<file path="src/rtl/dshot_frame_scheduler_if.sv">
// Handshake bundle between the DShot frame scheduler and its environment:
// throttle/command requests in, frame value and load strobe out to the serializer.
interface dshot_frame_scheduler_if;
    logic [10:0] thr_in;
    logic        thr_valid;
    logic        cmd_req;
    logic [5:0]  cmd_code;
    logic        done;
    logic [10:0] dataOut;
    logic        load;
    logic        armed;
    logic        cmd_busy;
    logic        cmd_err;
    logic        overrun;
    logic        tx_fault;

    modport master (
        output thr_in, thr_valid, cmd_req, cmd_code, done,
        input  dataOut, load, armed, cmd_busy, cmd_err, overrun, tx_fault
    );

    modport slave (
        input  thr_in, thr_valid, cmd_req, cmd_code, done,
        output dataOut, load, armed, cmd_busy, cmd_err, overrun, tx_fault
    );
endinterface

</file>
<file path="src/rtl/dshot_frame_scheduler.sv">
// DShot frame scheduler: paces frames, runs the zero-throttle arming sequence,
// inserts repeated special commands and supervises the serializer handshake.
module dshot_frame_scheduler #(
    parameter int FRAME_PERIOD = 16,
    parameter int ARM_FRAMES   = 200,
    parameter int CMD_REPEAT   = 10,
    parameter int TX_TIMEOUT   = 255
) (
    input  logic                    clock,
    input  logic                    resetn,
    dshot_frame_scheduler_if.slave  bus
);
    localparam int PW = (FRAME_PERIOD > 1) ? $clog2(FRAME_PERIOD) : 1;
    localparam int AW = $clog2(ARM_FRAMES + 1);
    localparam int RW = $clog2(CMD_REPEAT + 1);
    localparam int TW = $clog2(TX_TIMEOUT + 1);

    typedef enum logic [2:0] {
        S_ARMING  = 3'd0,
        S_IDLE    = 3'd1,
        S_SETUP   = 3'd2,
        S_STROBE  = 3'd3,
        S_WAIT_LO = 3'd4,
        S_WAIT_HI = 3'd5
    } state_e;

    state_e         state_q;
    logic [PW-1:0]  period_q;
    logic [10:0]    thr_reg_q;
    logic [10:0]    thr_d;
    logic [10:0]    data_q;
    logic           load_q;
    logic           armed_q;
    logic           cmd_busy_q;
    logic           cmd_err_q;
    logic           overrun_q;
    logic           tx_fault_q;
    logic [AW-1:0]  arm_cnt_q;
    logic [RW-1:0]  rep_q;
    logic [TW-1:0]  to_q;
    logic [5:0]     cmd_code_q;
    logic           frame_cmd_q;

    logic           tick_s;
    logic           cmd_ok_s;
    logic           ready_s;
    logic           wait_s;
    logic           advance_s;
    logic           timeout_s;
    logic           frame_end_s;
    logic [10:0]    frame_val_s;

    // Decode tick, command legality, next throttle and frame-end conditions.
    always_comb begin
        tick_s   = (period_q == PW'(FRAME_PERIOD - 1));
        cmd_ok_s = bus.cmd_req && armed_q && !cmd_busy_q &&
                   (bus.cmd_code != 6'd0) && (bus.cmd_code <= 6'd47);
        ready_s  = (state_q == S_ARMING) || (state_q == S_IDLE);
        wait_s   = (state_q == S_WAIT_LO) || (state_q == S_WAIT_HI);
        advance_s = ((state_q == S_WAIT_LO) && !bus.done) ||
                    ((state_q == S_WAIT_HI) &&  bus.done);
        timeout_s   = wait_s && !advance_s && (to_q == TW'(TX_TIMEOUT - 1));
        frame_end_s = ((state_q == S_WAIT_HI) && bus.done) || timeout_s;
        // Codes 1..47 are reserved for commands, so such throttles become 48.
        if (bus.thr_valid) begin
            if ((bus.thr_in != 11'd0) && (bus.thr_in < 11'd48)) begin
                thr_d = 11'd48;
            end else begin
                thr_d = bus.thr_in;
            end
        end else begin
            thr_d = thr_reg_q;
        end
        if (!armed_q) begin
            frame_val_s = 11'd0;
        end else if (cmd_busy_q) begin
            frame_val_s = {5'd0, cmd_code_q};
        end else begin
            frame_val_s = thr_reg_q;
        end
    end

    // Free-running frame period counter.
    always_ff @(posedge clock or negedge resetn) begin
        if (!resetn) begin
            period_q <= '0;
        end else if (tick_s) begin
            period_q <= '0;
        end else begin
            period_q <= period_q + PW'(1);
        end
    end

    // Throttle latch; only sampled into a frame at SETUP.
    always_ff @(posedge clock or negedge resetn) begin
        if (!resetn) begin
            thr_reg_q <= 11'd0;
        end else begin
            thr_reg_q <= thr_d;
        end
    end

    // Frame FSM with command, arming and fault bookkeeping.
    always_ff @(posedge clock or negedge resetn) begin
        if (!resetn) begin
            state_q     <= S_ARMING;
            data_q      <= 11'd0;
            load_q      <= 1'b0;
            armed_q     <= 1'b0;
            cmd_busy_q  <= 1'b0;
            cmd_err_q   <= 1'b0;
            overrun_q   <= 1'b0;
            tx_fault_q  <= 1'b0;
            arm_cnt_q   <= '0;
            rep_q       <= '0;
            to_q        <= '0;
            cmd_code_q  <= 6'd0;
            frame_cmd_q <= 1'b0;
        end else begin
            load_q    <= 1'b0;
            cmd_err_q <= bus.cmd_req && !cmd_ok_s;
            if (cmd_ok_s) begin
                cmd_busy_q <= 1'b1;
                rep_q      <= RW'(CMD_REPEAT);
                cmd_code_q <= bus.cmd_code;
            end
            if (tick_s && !ready_s) begin
                overrun_q <= 1'b1;
            end
            case (state_q)
                S_ARMING, S_IDLE: begin
                    if (tick_s) begin
                        data_q      <= frame_val_s;
                        frame_cmd_q <= armed_q && cmd_busy_q;
                        state_q     <= S_SETUP;
                    end
                end
                S_SETUP: begin
                    load_q  <= 1'b1;
                    state_q <= S_STROBE;
                end
                S_STROBE: begin
                    to_q    <= '0;
                    state_q <= S_WAIT_LO;
                end
                S_WAIT_LO: begin
                    if (!bus.done) begin
                        to_q    <= '0;
                        state_q <= S_WAIT_HI;
                    end else begin
                        to_q <= to_q + TW'(1);
                    end
                end
                S_WAIT_HI: begin
                    to_q <= to_q + TW'(1);
                end
                default: begin
                    state_q <= S_ARMING;
                end
            endcase
            if (timeout_s) begin
                tx_fault_q <= 1'b1;
            end
            // A timed-out frame still counts toward arming and command repeats.
            if (frame_end_s) begin
                to_q <= '0;
                if (!armed_q) begin
                    arm_cnt_q <= arm_cnt_q + AW'(1);
                    if (arm_cnt_q == AW'(ARM_FRAMES - 1)) begin
                        armed_q <= 1'b1;
                        state_q <= S_IDLE;
                    end else begin
                        state_q <= S_ARMING;
                    end
                end else begin
                    state_q <= S_IDLE;
                end
                if (frame_cmd_q) begin
                    rep_q <= rep_q - RW'(1);
                    if (rep_q == RW'(1)) begin
                        cmd_busy_q <= 1'b0;
                    end
                end
            end
        end
    end

    assign bus.dataOut  = data_q;
    assign bus.load     = load_q;
    assign bus.armed    = armed_q;
    assign bus.cmd_busy = cmd_busy_q;
    assign bus.cmd_err  = cmd_err_q;
    assign bus.overrun  = overrun_q;
    assign bus.tx_fault = tx_fault_q;
endmodule

</file>
<file path="src/flat_wrapper.sv">
// flat-port wrapper written by rule: the top's interface ports become plain ports
module dshot_frame_scheduler_flat 
#(
    parameter int FRAME_PERIOD = 16,
    parameter int ARM_FRAMES   = 200,
    parameter int CMD_REPEAT   = 10,
    parameter int TX_TIMEOUT   = 255
)
  (clock, resetn, bus_thr_in, bus_thr_valid, bus_cmd_req, bus_cmd_code, bus_done, bus_dataOut, bus_load, bus_armed, bus_cmd_busy, bus_cmd_err, bus_overrun, bus_tx_fault);
  dshot_frame_scheduler_if bus_i ();
  input  logic clock;
  input  logic resetn;
  input wire logic [$bits(bus_i.thr_in)-1:0] bus_thr_in;
  input wire logic [$bits(bus_i.thr_valid)-1:0] bus_thr_valid;
  input wire logic [$bits(bus_i.cmd_req)-1:0] bus_cmd_req;
  input wire logic [$bits(bus_i.cmd_code)-1:0] bus_cmd_code;
  input wire logic [$bits(bus_i.done)-1:0] bus_done;
  output wire logic [$bits(bus_i.dataOut)-1:0] bus_dataOut;
  output wire logic [$bits(bus_i.load)-1:0] bus_load;
  output wire logic [$bits(bus_i.armed)-1:0] bus_armed;
  output wire logic [$bits(bus_i.cmd_busy)-1:0] bus_cmd_busy;
  output wire logic [$bits(bus_i.cmd_err)-1:0] bus_cmd_err;
  output wire logic [$bits(bus_i.overrun)-1:0] bus_overrun;
  output wire logic [$bits(bus_i.tx_fault)-1:0] bus_tx_fault;
  assign bus_i.thr_in = bus_thr_in;
  assign bus_i.thr_valid = bus_thr_valid;
  assign bus_i.cmd_req = bus_cmd_req;
  assign bus_i.cmd_code = bus_cmd_code;
  assign bus_i.done = bus_done;
  assign bus_dataOut = bus_i.dataOut;
  assign bus_load = bus_i.load;
  assign bus_armed = bus_i.armed;
  assign bus_cmd_busy = bus_i.cmd_busy;
  assign bus_cmd_err = bus_i.cmd_err;
  assign bus_overrun = bus_i.overrun;
  assign bus_tx_fault = bus_i.tx_fault;
  dshot_frame_scheduler #(.FRAME_PERIOD(FRAME_PERIOD), .ARM_FRAMES(ARM_FRAMES), .CMD_REPEAT(CMD_REPEAT), .TX_TIMEOUT(TX_TIMEOUT)) u_core (.clock(clock), .resetn(resetn), .bus(bus_i));
endmodule
</file>
<file path="config.mk">
export PLATFORM = sky130hd
export DESIGN_NAME = dshot_frame_scheduler_flat
export DESIGN_NICKNAME = d
export VERILOG_FILES = /design/src/rtl/dshot_frame_scheduler_if.sv /design/src/rtl/dshot_frame_scheduler.sv /design/src/flat_wrapper.sv
export SDC_FILE = /design/constraint.sdc
export NUM_CORES = 1
export LEC_CHECK = 0
export CELL_PAD_IN_SITES_DETAIL_PLACEMENT = 0
export CELL_PAD_IN_SITES_GLOBAL_PLACEMENT = 1
export CORE_UTILIZATION = 43
export DETAILED_ROUTE_END_ITERATION = 8
export PLACE_DENSITY_LB_ADDON = 0.1
export SYNTH_ARGS = -nofsm -noshare
export SYNTH_HDL_FRONTEND = slang
export SYNTH_SLANG_ARGS = --single-unit
</file>
<file path="constraint.sdc">
create_clock -name clock -period 2.3 [get_ports clock]
set_input_delay 0.23 -clock clock [delete_from_list [all_inputs] [get_ports clock]]
set_output_delay 0.23 -clock clock [all_outputs]
set_load 0.03 [all_outputs]
</file>
==> impl_metrics.yaml <==
drt:
  drt-total-wl_um: 5530
  via_count: 2049
  first_drt_iteration_drcs: 50
  drc: 0
  initial_drt_pass_iterations: 4
  via_per_inst: 5.12
  wl_per_cell_um: 13.8
  antenna_violating_nets_post_route: 0
logic_synthesis:
  synth_cell_type_count: 50
  synth_top_flop_cell: "dfrtp_1"
  synth_most_common_cell: "dfrtp_1"
  synth-seq-area-share: 0.543
  synth.cells.most_frequent: "dfrtp_1, nand2_1, o21ai_0"
  avg_inst_size_synth_sq_um: 10.5
  ranking_of_synthesized_cells_by_area: "dfrtp_1, o21ai_0, nand2_1, mux2_2, xnor2_1"
  synth_area_sq_mm: 0.00286
  synth_top_area_frac: 0.543
  syn-instance-count: 272
  synth_area_leader_cell: "dfrtp_1"
  async_flop_share: 1.00
  synth-seq-cells: 62
  count_of_flip_flops_with_a_built_in_enable_after_synthesis: 0
  synthesized_nets: 300
  ys_warn_count: 0
global_routing:
  globalRoute.busiestLayer: "met2"
  gr-usage-met3: 0.0425
  track_usage: 0.178
  grt_max_degree: 25
  gr-usage-met2: 0.263
  grt_pass1_wl_um: 9670
  aggregate_global_routing_overflow: 0
  first_global_vias: 2014
  grt_antenna_before_repair: 0
  gr-usage-met1: 0.245
setup_path:
  worst_r2r_dst: "u_core.arm_cnt_q[1]$_DFFE_PN0P_"
  worst_setup_end_kind: "flop"
  worst_r2r_startpoint: "u_core.to_q[0]$_DFFE_PN0P_"
  worst_ep_arrival_time_ns: 2.13
  cp_max_fo: 11
  startpoint_type: "flop"
  critical_path_class: "flop to flop"
  worstPathRequired_ns: 2.52
  setup.reg_to_reg.worst_slack_ns: 0.39
  reg2regPathDepth: 7
worst_hold_path:
  hold_path.class: "input port to asynchronous set/reset pin"
sta:
  slew_violations: 0
  tns_ns: 0
  clock.fmax_ghz: 0.524
  max_slew_margin: 0.495
  final-hold-violation-count: 0
  layout_worst_path_cycle_share: 0.830
  setup_viol_count_final: 0
  max_slew.worst_pin.slew_ns: 0.758
  fin_hold_ws_ns: 0.361
  fin_worst_skew_ns: 0.0123
  final_period_minus_worst_setup_slack_ns: 1.91
  setup_repair_after_global_routing_missed_its_margin: "no"
layout:
  nNetsFinal: 347
  num_antenna_cells: 0
  synth_to_final_area_change_pct: 24.5
  final_layout_size_suffix_gt1_frac: 0.139
cts:
  root_cell_of_the_clock_tree: "clkbuf_8"
  tritoncts: "yes"
  cts-resized-gates: 0
  h-tree-depth: 3
  cts_inserted_buffers: 9
  clk_pin_slew_ns: 0.07
  tritoncts_num_sinks: 62
  clk_latency_ns: 0.33
  cts_buffer_depth: 2
placed_design:
  routabilityCongestion: 0.728
  dp_hpwl_um: 3930
  io_buffer_count: 38
die:
  floorplan.initialDensity: 0.447
  core_area_sq_mm: 0.00639
  fp.dieArea_sq_mm: 0.00698
  floorplan.die.height_um: 83.5
  placement_rows: 29
  ios: 39
  die_x_um: 83.5
power_and_ir_drop:
  post-layout-total-power_uw: 2930
  p_leak_uw: 0.00154
  worst_ir_drop_vdd_uv: 565
  power_density_mw_per_mm2: 823
flow_run:
  cap_viol_max_count: 0
status:
  run_status: "finished, final reports clean"
==> per-layer routing <==
layer | share of wire | wire (um)
met5 | 0 | 0
met4 | 0.019 | 105
met3 | 0.036 | 201
met2 | 0.45 | 2460
met1 | 0.50 | 2760
==> worst max-delay path, cell delays in order, from the launching register on <==
cell	delay (ns)
dfrtp_1	0.44
inv_1	0.08
ha_1	0.14
nand3_1	0.15
o21ai_1	0.24
o21a_2	0.30
nand3b_2	0.14
mux2_4	0.31
==> sequential cells by signal (all words and copies together) (netlist names), 3 cells and up <==
signal / cells
u_core.cmd_code_q: 6
u_core.to_q: 8
u_core.bus.dataOut: 11
u_core.state_q: 3
u_core.arm_cnt_q: 8
u_core.rep_q: 4
u_core.period_q: 4
u_core.thr_reg_q: 11
==> layout by cell type (no fill, tap or decap), types with 2 or more instances in the layout <==
cell and instances:
and2_1 2, clkinv_2 2, nand4_1 5, nand3_1 8, nand3b_1 2, nor3_1 3, nand2b_1 5, nor4_1 4
buf_4 6, a31oi_1 3, ha_1 6, o22a_1 3, xor2_1 5, bufinv_16 2, nor2_1 13, nand2_1 39
clkbuf_8 11, a21o_1 2, o21ai_0 30, nand4b_1 2, xnor2_1 9, inv_1 12, mux2_2 11, nor2b_1 3
clkdlybuf4s50_1 37, a21oi_1 7, nor3b_1 2, o21ai_1 3, dfrtp_1 62
==> repair_timing <==
action / in CTS / in global routing
hold buffers: 1 / 0
setup buffers: 0 / 0
hold endpoints to repair: 18 / 0
==> through the flow <==
stage	worst slack (ns)	util	cells	instance area, sq um
floorplan	0.607	-	272	2860
global placement	0.460	0.521	384	3330
detailed placement	0.423	0.521	384	3330
CTS	0.402	0.557	400	3560
global route	0.222	0.557	400	3560
finish	0.390	0.557	400	3560
==> worst max-delay path by stage <==
stage                                      start                                 to  slack (ns)
finish                u_core.to_q[0]$_DFFE_PN0P_    u_core.arm_cnt_q[1]$_DFFE_PN0P_        0.39
global route        u_core.period_q[0]$_DFF_PN0_  u_core.bus.dataOut[6]$_DFFE_PN0P_        0.22
CTS                   u_core.to_q[0]$_DFFE_PN0P_    u_core.arm_cnt_q[1]$_DFFE_PN0P_        0.40
detailed placement    u_core.to_q[0]$_DFFE_PN0P_    u_core.arm_cnt_q[1]$_DFFE_PN0P_        0.42
global placement                   bus_thr_in[4]    u_core.thr_reg_q[4]$_DFFE_PN0P_        0.46
floorplan           u_core.bus.armed$_DFFE_PN0N_   u_core.cmd_code_q[2]$_DFFE_PN0P_        0.61
==> report_power, final <==
part | switching [uW] | internal (uW) | total, uW
logic | 283 | 247 | 530
clock network | 403 | 660 | 1060
registers | 129 | 1210 | 1340
total | 814 | 2110 | 2930
==> cell families (layout without fill, tap and decap cells) <==
family,after synthesis,after routing,synth area share
compound gates,57,57,0.120
xor+xnor,14,14,0.0429
fa+ha+maj,6,6,0.0263
buf+inv,21,72,0.0324
flops,62,62,0.543
mux,14,14,0.0560
simple gates,98,98,0.180
==> layout make-up <==
type / count / area, sq um
clock buffer: 11 / 151
clock inverter: 4 / 70.1
fill: 573 / 2830
inverter: 12 / 45.0
multi-input combinational: 189 / 1210
sequential: 62 / 1550
tap: 77 / 96.3
timing repair buffer: 45 / 430
Note: power is estimated with default switching activity, not from simulation.
